### config.mk
export PLATFORM = sky130hd
export DESIGN_NAME = pipe_stage_elastic
export DESIGN_NICKNAME = d
export VERILOG_FILES = /design/src/rtl/pipe_pkg.sv /design/src/rtl/pipe_data_reg.sv /design/src/rtl/pipe_stage_elastic.sv
export SDC_FILE = /design/constraint.sdc
export NUM_CORES = 1
export LEC_CHECK = 0
export BUFFER_PORTS_ARGS = -buffer_cell sky130_fd_sc_hd__buf_2
export CAP_MARGIN = 20
export CORE_MARGIN = 2
export CORE_UTILIZATION = 54
export CTS_CLUSTER_SIZE = 40
export DETAILED_ROUTE_END_ITERATION = 12
export GPL_TIMING_DRIVEN = 0
export MAX_ROUTING_LAYER = met4
export PLACE_DENSITY_LB_ADDON = 0.12
export SLEW_MARGIN = 15
export SYNTH_ARGS = -nofsm -noshare
export SYNTH_HDL_FRONTEND = slang
export SYNTH_HIERARCHICAL = 1
export SYNTH_SLANG_ARGS = --single-unit
### constraint.sdc
create_clock -name clock -period 2.1 [get_ports clock]
set_input_delay 0.21 -clock clock [delete_from_list [all_inputs] [get_ports clock]]
set_output_delay 0.21 -clock clock [all_outputs]
set_load 0.05 [all_outputs]
### src/rtl/pipe_pkg.sv
// Shared types and state encoding for the elastic pipeline stage.
package pipe_pkg;

    typedef logic [1:0] occ_t;

    localparam occ_t ST_EMPTY = 2'd0;
    localparam occ_t ST_ONE   = 2'd1;
    localparam occ_t ST_TWO   = 2'd2;

endpackage

### src/rtl/pipe_data_reg.sv
// Load-enabled register with asynchronous active-low reset to zero.
module pipe_data_reg #(
    parameter int unsigned WIDTH = 8
) (
    input  logic             clock,
    input  logic             reset_n,
    input  logic             load,
    input  logic [WIDTH-1:0] d,
    output logic [WIDTH-1:0] q
);

    always_ff @(posedge clock or negedge reset_n) begin
        if (!reset_n) begin
            q <= '0;
        end else if (load) begin
            q <= d;
        end
    end

endmodule

### src/rtl/pipe_stage_elastic.sv
// Valid/ready pipeline stage register with optional 2-entry skid buffer,
// synchronous flush and control-bit bubbling.
module pipe_stage_elastic
    import pipe_pkg::*;
#(
    parameter int unsigned NUM_WORDS = 3,
    parameter int unsigned WORD_W    = 32,
    parameter int unsigned CTRL_W    = 2,
    parameter int unsigned SKID      = 1
) (
    input  logic                        clock,
    input  logic                        reset_n,
    input  logic                        flush,
    input  logic                        in_valid,
    output logic                        in_ready,
    input  logic [NUM_WORDS*WORD_W-1:0] in_words,
    input  logic [CTRL_W-1:0]           in_ctrl,
    output logic                        out_valid,
    input  logic                        out_ready,
    output logic [NUM_WORDS*WORD_W-1:0] out_words,
    output logic [CTRL_W-1:0]           out_ctrl,
    output logic [1:0]                  occupancy
);

    localparam int unsigned DATA_W  = NUM_WORDS * WORD_W;
    localparam int unsigned ENTRY_W = DATA_W + CTRL_W;

    occ_t               state_q, state_d;
    logic               in_fire, out_fire;
    logic               main_load, skid_load;
    logic [ENTRY_W-1:0] in_entry, main_d, main_q, skid_q;

    assign in_entry  = {in_ctrl, in_words};
    assign out_valid = (state_q != ST_EMPTY);
    assign in_fire   = in_valid & in_ready;
    assign out_fire  = out_valid & out_ready;

    always_comb begin
        state_d   = state_q;
        main_load = 1'b0;
        skid_load = 1'b0;
        main_d    = in_entry;
        // Flush wins over everything; data registers keep their contents.
        if (flush) begin
            state_d = ST_EMPTY;
        end else begin
            case (state_q)
                ST_EMPTY: begin
                    if (in_fire) begin
                        state_d   = ST_ONE;
                        main_load = 1'b1;
                    end
                end
                ST_ONE: begin
                    if (in_fire && out_fire) begin
                        main_load = 1'b1;
                    end else if (in_fire) begin
                        state_d   = ST_TWO;
                        skid_load = 1'b1;
                    end else if (out_fire) begin
                        state_d = ST_EMPTY;
                    end
                end
                ST_TWO: begin
                    if (out_fire) begin
                        state_d   = ST_ONE;
                        main_load = 1'b1;
                        main_d    = skid_q;
                    end
                end
                default: state_d = ST_EMPTY;
            endcase
        end
    end

    always_ff @(posedge clock or negedge reset_n) begin
        if (!reset_n) begin
            state_q <= ST_EMPTY;
        end else begin
            state_q <= state_d;
        end
    end

    pipe_data_reg #(
        .WIDTH (ENTRY_W)
    ) u_main (
        .clock   (clock),
        .reset_n (reset_n),
        .load    (main_load),
        .d       (main_d),
        .q       (main_q)
    );

    generate
        if (SKID != 0) begin : g_skid
            logic in_ready_q;

            pipe_data_reg #(
                .WIDTH (ENTRY_W)
            ) u_skid (
                .clock   (clock),
                .reset_n (reset_n),
                .load    (skid_load),
                .d       (in_entry),
                .q       (skid_q)
            );

            // Registered ready keeps out_ready off every combinational output path.
            always_ff @(posedge clock or negedge reset_n) begin
                if (!reset_n) begin
                    in_ready_q <= 1'b1;
                end else begin
                    in_ready_q <= (state_d != ST_TWO);
                end
            end

            assign in_ready = in_ready_q;
        end else begin : g_no_skid
            assign skid_q   = '0;
            assign in_ready = ~out_valid | out_ready;
        end
    endgenerate

    assign out_words = main_q[DATA_W-1:0];
    assign out_ctrl  = out_valid ? main_q[ENTRY_W-1:DATA_W] : '0;
    assign occupancy = state_q;

endmodule

# Word level (Yosys, flattened, before mapping)
# Index checks and enable logic that the tools add are counted.
# word_totals
in_bits	103
output_inout_bits	102
regBits	199
# op_classes
muxes	19
n_reduce_logical	3
eq_ne	3
n_bitwise	2
# ops
operator	count
2-to-1 mux 98 bit	3
2-to-1 mux 2 bit	7
2-to-1 mux 1 bit	7
case mux 2 bit (3 select lines)	1
case mux 1 bit (3 select lines)	1
AND 1 bit	2
== test 2 x 1 -> 1 bit, second input constant	1
== test 2 bit, second input constant	1
logical NOT 2 bit	1
inequality test 2 bit, second input constant	1
nonzero test 2 bit	1
logical AND 1 bit	1

# Logic depth before layout (Yosys ltp)
# Gate-level depths: netlist of the first run.
# logic_depth
depth_word	8
mapped_depth	7
depth_no_buf	4

# By module
# The synthesis of the first run kept the hierarchy.
# by_module_without_submodules
module	cells_each	instances	area_per_inst_um2
pipe_data_reg	207	2	3711.1
pipe_stage_elastic	129	1	1437.6

# Least setup slack after synthesis of the first run
# Ideal clock, no wire load.
# synth_path
kind	reg2reg
start	register state_q[1], in the netlist occupancy[1]
end	register g_skid.u_skid.q[76]
synth_period_minus_slack_ns	2.036
arrival_ns	1.910
t_required_ns	1.975
path_stages_with_launch	8
path_slack_ns	0.064
path_cell_list	dfrtp_1 and3b_1 nand2_1 nor3_1 buf_6 buf_6 buf_6 mux2_4
# synth_via
elab_chain_len	6
# synth_lines
item	line	text
start: declaration	pipe_stage_elastic.sv:28	occ_t state_q, state_d;
start signal: assignment	pipe_stage_elastic.sv:80	state_q <= state_d;
nonzero test 2 bit	pipe_stage_elastic.sv:34	assign out_valid = (state_q != ST_EMPTY);
AND 1 bit	pipe_stage_elastic.sv:36	assign out_fire = out_valid & out_ready;
logical AND 1 bit	pipe_stage_elastic.sv:55	if (in_fire && out_fire) begin
2-to-1 mux 1 bit	pipe_stage_elastic.sv:55	
2-to-1 mux 1 bit (*)	pipe_stage_elastic.sv:47	case (state_q)
2-to-1 mux 1 bit (*)	pipe_stage_elastic.sv:44	if (flush) begin
net skid_load	pipe_stage_elastic.sv:30	logic main_load, skid_load;
end signal: assignment	pipe_data_reg.sv:14	q <= '0;
end signal: assignment	pipe_data_reg.sv:16	q <= d;
end: declaration	pipe_data_reg.sv:9	output logic [WIDTH-1:0] q
# The timed path passes the listed nets; every way through them passes the cells marked *.
# A chain may end at the register's enable or synchronous reset.

# Worst setup path after layout of the first run
# layout_path
start	register g_skid.in_ready_q, in the netlist in_ready
end	register g_skid.u_skid.q[83]
# layout_via
elab_chain_len	5
# layout_lines
item	line	text
start: declaration	pipe_stage_elastic.sv:96	logic in_ready_q;
start signal: assignment	pipe_stage_elastic.sv:113	in_ready_q <= (state_d != ST_TWO);
AND 1 bit (*)	pipe_stage_elastic.sv:35	assign in_fire = in_valid & in_ready;
2-to-1 mux 1 bit / logical AND 1 bit (equally long branches)	pipe_stage_elastic.sv:57, pipe_stage_elastic.sv:55	
2-to-1 mux 1 bit (*)	pipe_stage_elastic.sv:55	
2-to-1 mux 1 bit (*)	pipe_stage_elastic.sv:47	
2-to-1 mux 1 bit (*)	pipe_stage_elastic.sv:44	
net skid_load	pipe_stage_elastic.sv:30	
# Marked as above.

==> results.md, run 1 <==
* Status: finished, final reports clean
* Vias per cell at 5.24
* Post-Syn Area per Cell at 16.3 um2
* Initial core utilization at 55.6%
* Initial DRT Pass Iterations at 4
* Die Y at 132 um
* RSZ-0062 raised after global routing: false
* Mapped Cells at 543
* Final setup vio count at 0
* Root Buffer Master: clkbuf_16
* Die W at 132 um
* CTS tree: done
* Skew-Pair Late Insertion Delay at 0.43 ns
* Main combinational cell family by area after synthesis: multiplexers
* CTS buffer count at 17
* Initial antenna violation count at 3
* P_sw at 4.21 mW
* Xor/xnor share of the synthesized area at 0.0989%
* CP Capture Type: register
* Routed len/inst at 18.3 um
* R2R depth at 7
* Multi-input logic area at 3640 um2
* M3 GR Usage at 5.61%
* Most common cell after layout, fill and taps aside: mux2_2
* Worst Hold Path Cells at 2
* GRT Total Usage at 22.2%
* Worst r2r src: in_ready
* Combinational power share at 28.9%
* Largest net degree at the start of global routing at 109
* Placement Rows at 46
* H-tree levels at 4
* Mux contribution to synthesized area at 39.4%
* WL final at 18300 um
* PnR worst setup slack at 0.118 ns
* Synth Area in Compound Gates at 0.325%
* Fin. Hold Viols at 0
* Core area at 15900 um2
* Most used routing layer: met2
* Layout Skew at 0.0106 ns
* Post CTS Setup Buffer Count at 0
* Post-place setup slack at 0.0371 ns
* Net count after synthesis at 646
* Number of global-route vias before repair at 5905
* Crit-path max FO at 10
* Period utilisation layout at 94.4%
* Sw Share at 34.8%
* Peak VDD IR at 660 uV
* DR iter-0 viols at 168
* Cell Pwr Density at 1120 nW/um2
* Syn. warnings at 6
* Worst Path Required at 2.41 ns
* Worst Max-Slew Pin Slew at 0.818 ns
* Clock network power share at 27.0%
* Simple-gate area share of the yosys netlist at 1.13%
* Max cap viols at 0
* Die area at 17400 um2
* Worst hold margin at 0.0241 ns
* Slew HR at 45.5%
* Setup crit start: in_ready
* Synth Area in Adders at 0%
* Final Cell Area at 10800 um2
* Placed inst area at 10200 um2
* Synth Cell Area at 8860 um2
* Register bit total from synthesis at 199
* Hold path startpoint: in_words[55]
* Global-route track usage on met1 at 26.9%
* Area grow syn2layout at 22.0%
* Num ports at 205
* Seq pwr share at 44.0%
* Most frequent cells in the layout: 245 x mux2_2, 217 x buf_2, 197 x dfrtp_1
* PortBufs at 204
* Peak Freq at 505 MHz
* DP Wirelength at 12900 um
* Share of layout cells above drive strength 1 at 72.9%
* CTS clk-pin slew, worst paths at 0.08 ns
* Antenna viol nets, final at 0
* FF/Latch Area at 4980 um2
* First-pass GRT wire length at 29900 um
* GRT Residual Overflow at 0
* GP Congestion at 0.781
* Worst EP arrival at 2.29 ns
* CTS sink count at 199
* Pleak at 5.05 nW
* Crit path kind: register to register
* Final #Nets at 871
* GR Util met2 at 36.5%
* Post-synth cell types at 22
* DRC at 0
* HP Class: input port to register
* Minimum clock period at 1.98 ns
* CP startpoint kind: register
* Fill count at 1166
* Max Root-Sink Buffers at 2
* Seq/Total Area, Yosys at 56.2%
* Final Max Tran Viols at 0
* Internal Pwr Total at 7.90 mW
* Via count at 5238
[final cells by class]
type | instances | share of cell area, %
Timing Repair Buffer | 206 | 9.89
Clock buffer | 18 | 4.06
Antenna cell | 3 | 0.0695
Clock inverter | 14 | 1.46
Sequential cell | 199 | 46.1
Buffer | 32 | 2.28
Tap cell | 216 | 2.50
Multi-Input combinational cell | 312 | 33.6
[final timing paths]
path / endpoint / slack, ns
worst max register to register: g_skid.u_skid/q[83] / 0.12
max in group asynchronous: g_skid.u_skid/q[52] / 0.78
worst min register to register: u_main/q[8] / 0.50
min in group asynchronous: g_skid.u_skid/q[90] / 0.41
worst min-delay path: g_skid.u_skid/q[55] / 0.02
worst max-delay path: g_skid.u_skid/q[83] / 0.12
[worst max-delay path: stages, from the launching register on]
cell     delay [ns]
dfstp_2        0.53
and3b_1        0.17
nand2_1        0.11
nor3_2         0.17
buf_6          0.18
buf_6          0.17
buf_6          0.20
mux2_4         0.33
[synthesized netlist by cell type]
library cell	number	area share, %
buf_2	14	0.79
xor2_1	1	0.099
nor2_1	1	0.042
buf_4	8	0.68
a211oi_1	1	0.085
mux2_4	49	8.3
a211o_1	1	0.099
nand2_1	3	0.13
or2_2	1	0.071
dfstp_2	1	0.30
nor2_8	1	0.23
nor3_1	1	0.056
dfrtp_1	198	56
a21oi_1	1	0.056
a21o_1	1	0.085
nand3b_4	1	0.23
nand2b_1	2	0.14
and3b_1	1	0.099
buf_6	9	1.1
and2_1	2	0.14
buf_8	1	0.17
mux2_2	245	31
[sequential cells by signal (all words and copies together) (netlist names)]
signal	flops
g_skid.u_skid/q	98
occupancy	2
u_main/q	98
in_ready	1
[per-stage QoR]
step / cells / power (mW) / TNS, ns / utilization, %
floorplan: 543 / 7.94 / 0 / -
global placement: 963 / 8.74 / -446.72 / 63.7
detailed placement: 964 / 8.92 / 0 / 63.9
CTS: 997 / 12.2 / 0 / 67.7
global route: 1000 / 12.6 / 0 / 67.8
finish: 1000 / 12.1 / 0 / 67.8
[metal layers]
layer / routed length, um / share of wire (%) / up-vias
li1: - / - / 2396
met1: 7880 / 43 / 2688
met2: 9130 / 50 / 130
met3: 916 / 5.0 / 24
met4: 325 / 1.8 / 0
met5: 0 / 0 / -
[logic make-up after synthesis]
family / count (synthesis)
simple gates: 13
xor+xnor: 1
buf+inv: 32
compound gates: 4
mux: 294
flops: 199
[power groups by stage]
stage          registers [mW]  logic [mW]  clock network [mW]
2_1_floorplan            6.68        1.25                   0
3_3_place_gp             5.31        3.43                   0
3_5_place_dp             5.39        3.53                   0
4_1_cts                  5.33        3.54                3.35
5_1_grt                  5.46        3.69                3.50
6_report                 5.33        3.50                3.27
[timing repair]
| item | in CTS | in global routing |
|---|---|---|
| resized for setup | 0 | 2 |
| endpoints found under the hold margin | 106 | 0 |
| endpoints found under the setup margin | 0 | 90 |
| hold buffers | 1 | 0 |
Power figures use the tool's default switching activity.
==> inputs of run 2 (changes only) <==
PLACE_DENSITY = 0.8   (was not set)
PLACE_DENSITY_LB_ADDON = not set   (was 0.12)
==> results.md, run 2 (synthesized netlist as in run 1, its figures left out) <==
* Post-place setup slack at 0.0749 ns (+0.0378 ns)
* Placed inst area at 10200 um2 (+0.27%)
* Hold path startpoint: in_words[8]
* CTS sink count at 199 (unchanged)
* Die area at 17400 um2 (unchanged)
* Worst Path Required at 2.40 ns (about the same)
* Hold Crit Endpoint: g_skid.u_skid/q[8]
* Cell Pwr Density at 1110 nW/um2 (-1.2%)
* HP Class: input port to register
* Worst EP arrival at 2.35 ns (+0.06 ns)
* Initial DRT Pass Iterations at 4 (unchanged)
* Largest net degree at the start of global routing at 103 (-5.5%)
* Vias per cell at 5.28 (+0.82%)
* Worst hold margin at 0.0217 ns (-0.00235 ns)
* Via count at 5286 (+0.92%)
* Max Root-Sink Buffers at 2 (unchanged)
* Final Cell Area at 10800 um2 (-0.12%)
* Critical R2R Capture: g_skid.u_skid/q[81]
* Cell mode on critical path: buf_6
* CP Capture Type: register
* Most common cell after layout, fill and taps aside: mux2_2
* CTS buffer count at 17 (unchanged)
* WP buf/inv at 3 (unchanged)
* GRT Residual Overflow at 0 (unchanged)
* Crit-path max FO at 10 (unchanged)
* Final Non-Filler Cells at 1001 (+0.10%)
* CP startpoint kind: register
* Peak VDD IR at 635 uV (-3.7%)
* Pleak at 5.04 nW (-0.16%)
* Crit path kind: register to register
* Initial core utilization at 55.6% (unchanged)
* Slowest-stage cell, CP: dfstp_2
* PnR worst setup slack at 0.0586 ns (-0.0596 ns)
* Peak Freq at 490 MHz (-2.9%)
* Share of layout cells above drive strength 1 at 72.6% (-0.22 points)
* CTS clk-pin slew, worst paths at 0.08 ns (about the same)
* Number of global-route vias before repair at 5972 (+1.1%)
* DRC at 0 (unchanged)
* Final #Nets at 872 (+0.11%)
* Cell family with most CP delay: buffers and inverters
* Period utilisation layout at 97.2% (+2.8 points)
* R2R depth at 7 (unchanged)
* Routed len/inst at 18.4 um (+0.51%)
* Worst path max stage delay at 0.55 ns (+0.02 ns)
* RSZ-0062 raised after global routing: true
* Slew HR at 65.6% (+20 points)
* Num ports at 205 (unchanged)
* WL final at 18400 um (+0.61%)
* H-tree levels at 4 (unchanged)
* Fin. Hold Viols at 0 (unchanged)
* CTS tree: done
* Max cap viols at 0 (unchanged)
* Worst Hold Path Cells at 2 (unchanged)
* Worst r2r src: in_ready
* GRT Total Usage at 22.8% (+0.57 points)
* Sum Neg Setup Slack at 0 ns (unchanged)
* Fill count at 1149 (-1.5%)
* Initial antenna violation count at 3 (unchanged)
* PortBufs at 204 (unchanged)
* DP Wirelength at 13300 um (+2.9%)
* Die Y at 132 um (unchanged)
* First-pass GRT wire length at 30600 um (+2.3%)
* Multi-input logic area at 3630 um2 (-0.14%)
* Minimum clock period at 2.04 ns (+0.0596 ns)
* Die W at 132 um (unchanged)
* Final setup vio count at 0 (unchanged)
* DR iter-0 viols at 193 (+15%)
* Worst Max-Slew Pin Slew at 0.517 ns (-0.301 ns)
* Root Buffer Master: clkbuf_16
* Status: finished, final reports clean
* Most frequent cells in the layout: 245 x mux2_2, 217 x buf_2, 197 x dfrtp_1
* Skew-Pair Late Insertion Delay at 0.43 ns (about the same)
* Final Core Density at 67.7% (-0.079 points)
* GP Congestion at 0.796 (+1.9%)
* Layout Skew at 0.0136 ns (+0.00296 ns)
* Antenna viol nets, final at 0 (unchanged)
* Placement Rows at 46 (unchanged)
* Placed Instances at 965 (+0.10%)
* FF/Latch Area at 4980 um2 (unchanged)
* Area grow syn2layout at 21.9%
* Critical-path cell list: and3b_1 > nand2_1 > nor3_1 > buf_6 > buf_6 > buf_6 > mux2_4
* Core area at 15900 um2 (unchanged)
* Final Max Tran Viols at 0 (unchanged)
* Pwr Total at 12.0 mW (-1.3%)
* Worst reg2reg setup slack at 0.06 ns (-0.06 ns)
==> run 2: changes by cell type in the layout (fill, tap and decap cells not counted), sizes merged <==
| cell | previous run | this run |
|---|---|---|
| clkinvlp | 1 | 2 |
| bufinv | 1 | 0 |
| buf | 237 | 238 |
==> run 2: routing by layer <==
layer | track usage, % | wire, um | up-vias
met4 | 6.46 | 183 | 0
met5 | - | 0 | -
met1 | 28.0 | 7930 | 2701
met3 | 5.57 | 984 | 12
li1 | - | - | 2418
met2 | 37.6 | 9270 | 155
==> run 2: cell type report <==
| type | count | area share [%] |
|---|---|---|
| flip-flops and latches | 199 | 46.1 |
| well taps | 216 | 2.50 |
| plain buffers | 32 | 2.28 |
| clock buffers | 18 | 3.97 |
| diodes | 3 | 0.0695 |
| clock inverters | 14 | 1.23 |
| multi-input cells | 312 | 33.6 |
| repair buffers | 207 | 10.2 |
==> run 2: worst max-delay path by stage <==
| stage | startpoint | slack, ns | cells after the start | end |
|---|---|---|---|---|
| final | in_ready | 0.06 | 7 | g_skid.u_skid/q[81] |
| after global routing | occupancy[1] | -0.007 | 7 | g_skid.u_skid/q[86] |
| after CTS | occupancy[1] | 0.04 | 7 | g_skid.u_skid/q[85] |
| after detailed placement | occupancy[1] | 0.07 | 7 | g_skid.u_skid/q[82] |
| after global placement | reset_n | -2.22 | 1 | u_main/q[21] |
| after floorplan | occupancy[1] | 0.06 | 7 | g_skid.u_skid/q[76] |
==> run 2: where the power goes <==
part	internal, mW	switching (mW)	total, mW	leakage [nW]
clock	1.58	1.52	3.10	0.271
sequential	4.83	0.520	5.35	2.40
combinational	1.35	2.16	3.51	2.37
total	7.75	4.20	12.0	5.04
==> run 2: repair_timing <==
item | in CTS | in global routing
hold buffers | 1 | 0
setup endpoints to repair | 0 | 30
buffers inserted | 0 | 0
resized for setup | 0 | 1
hold endpoints to repair | 30 | 0
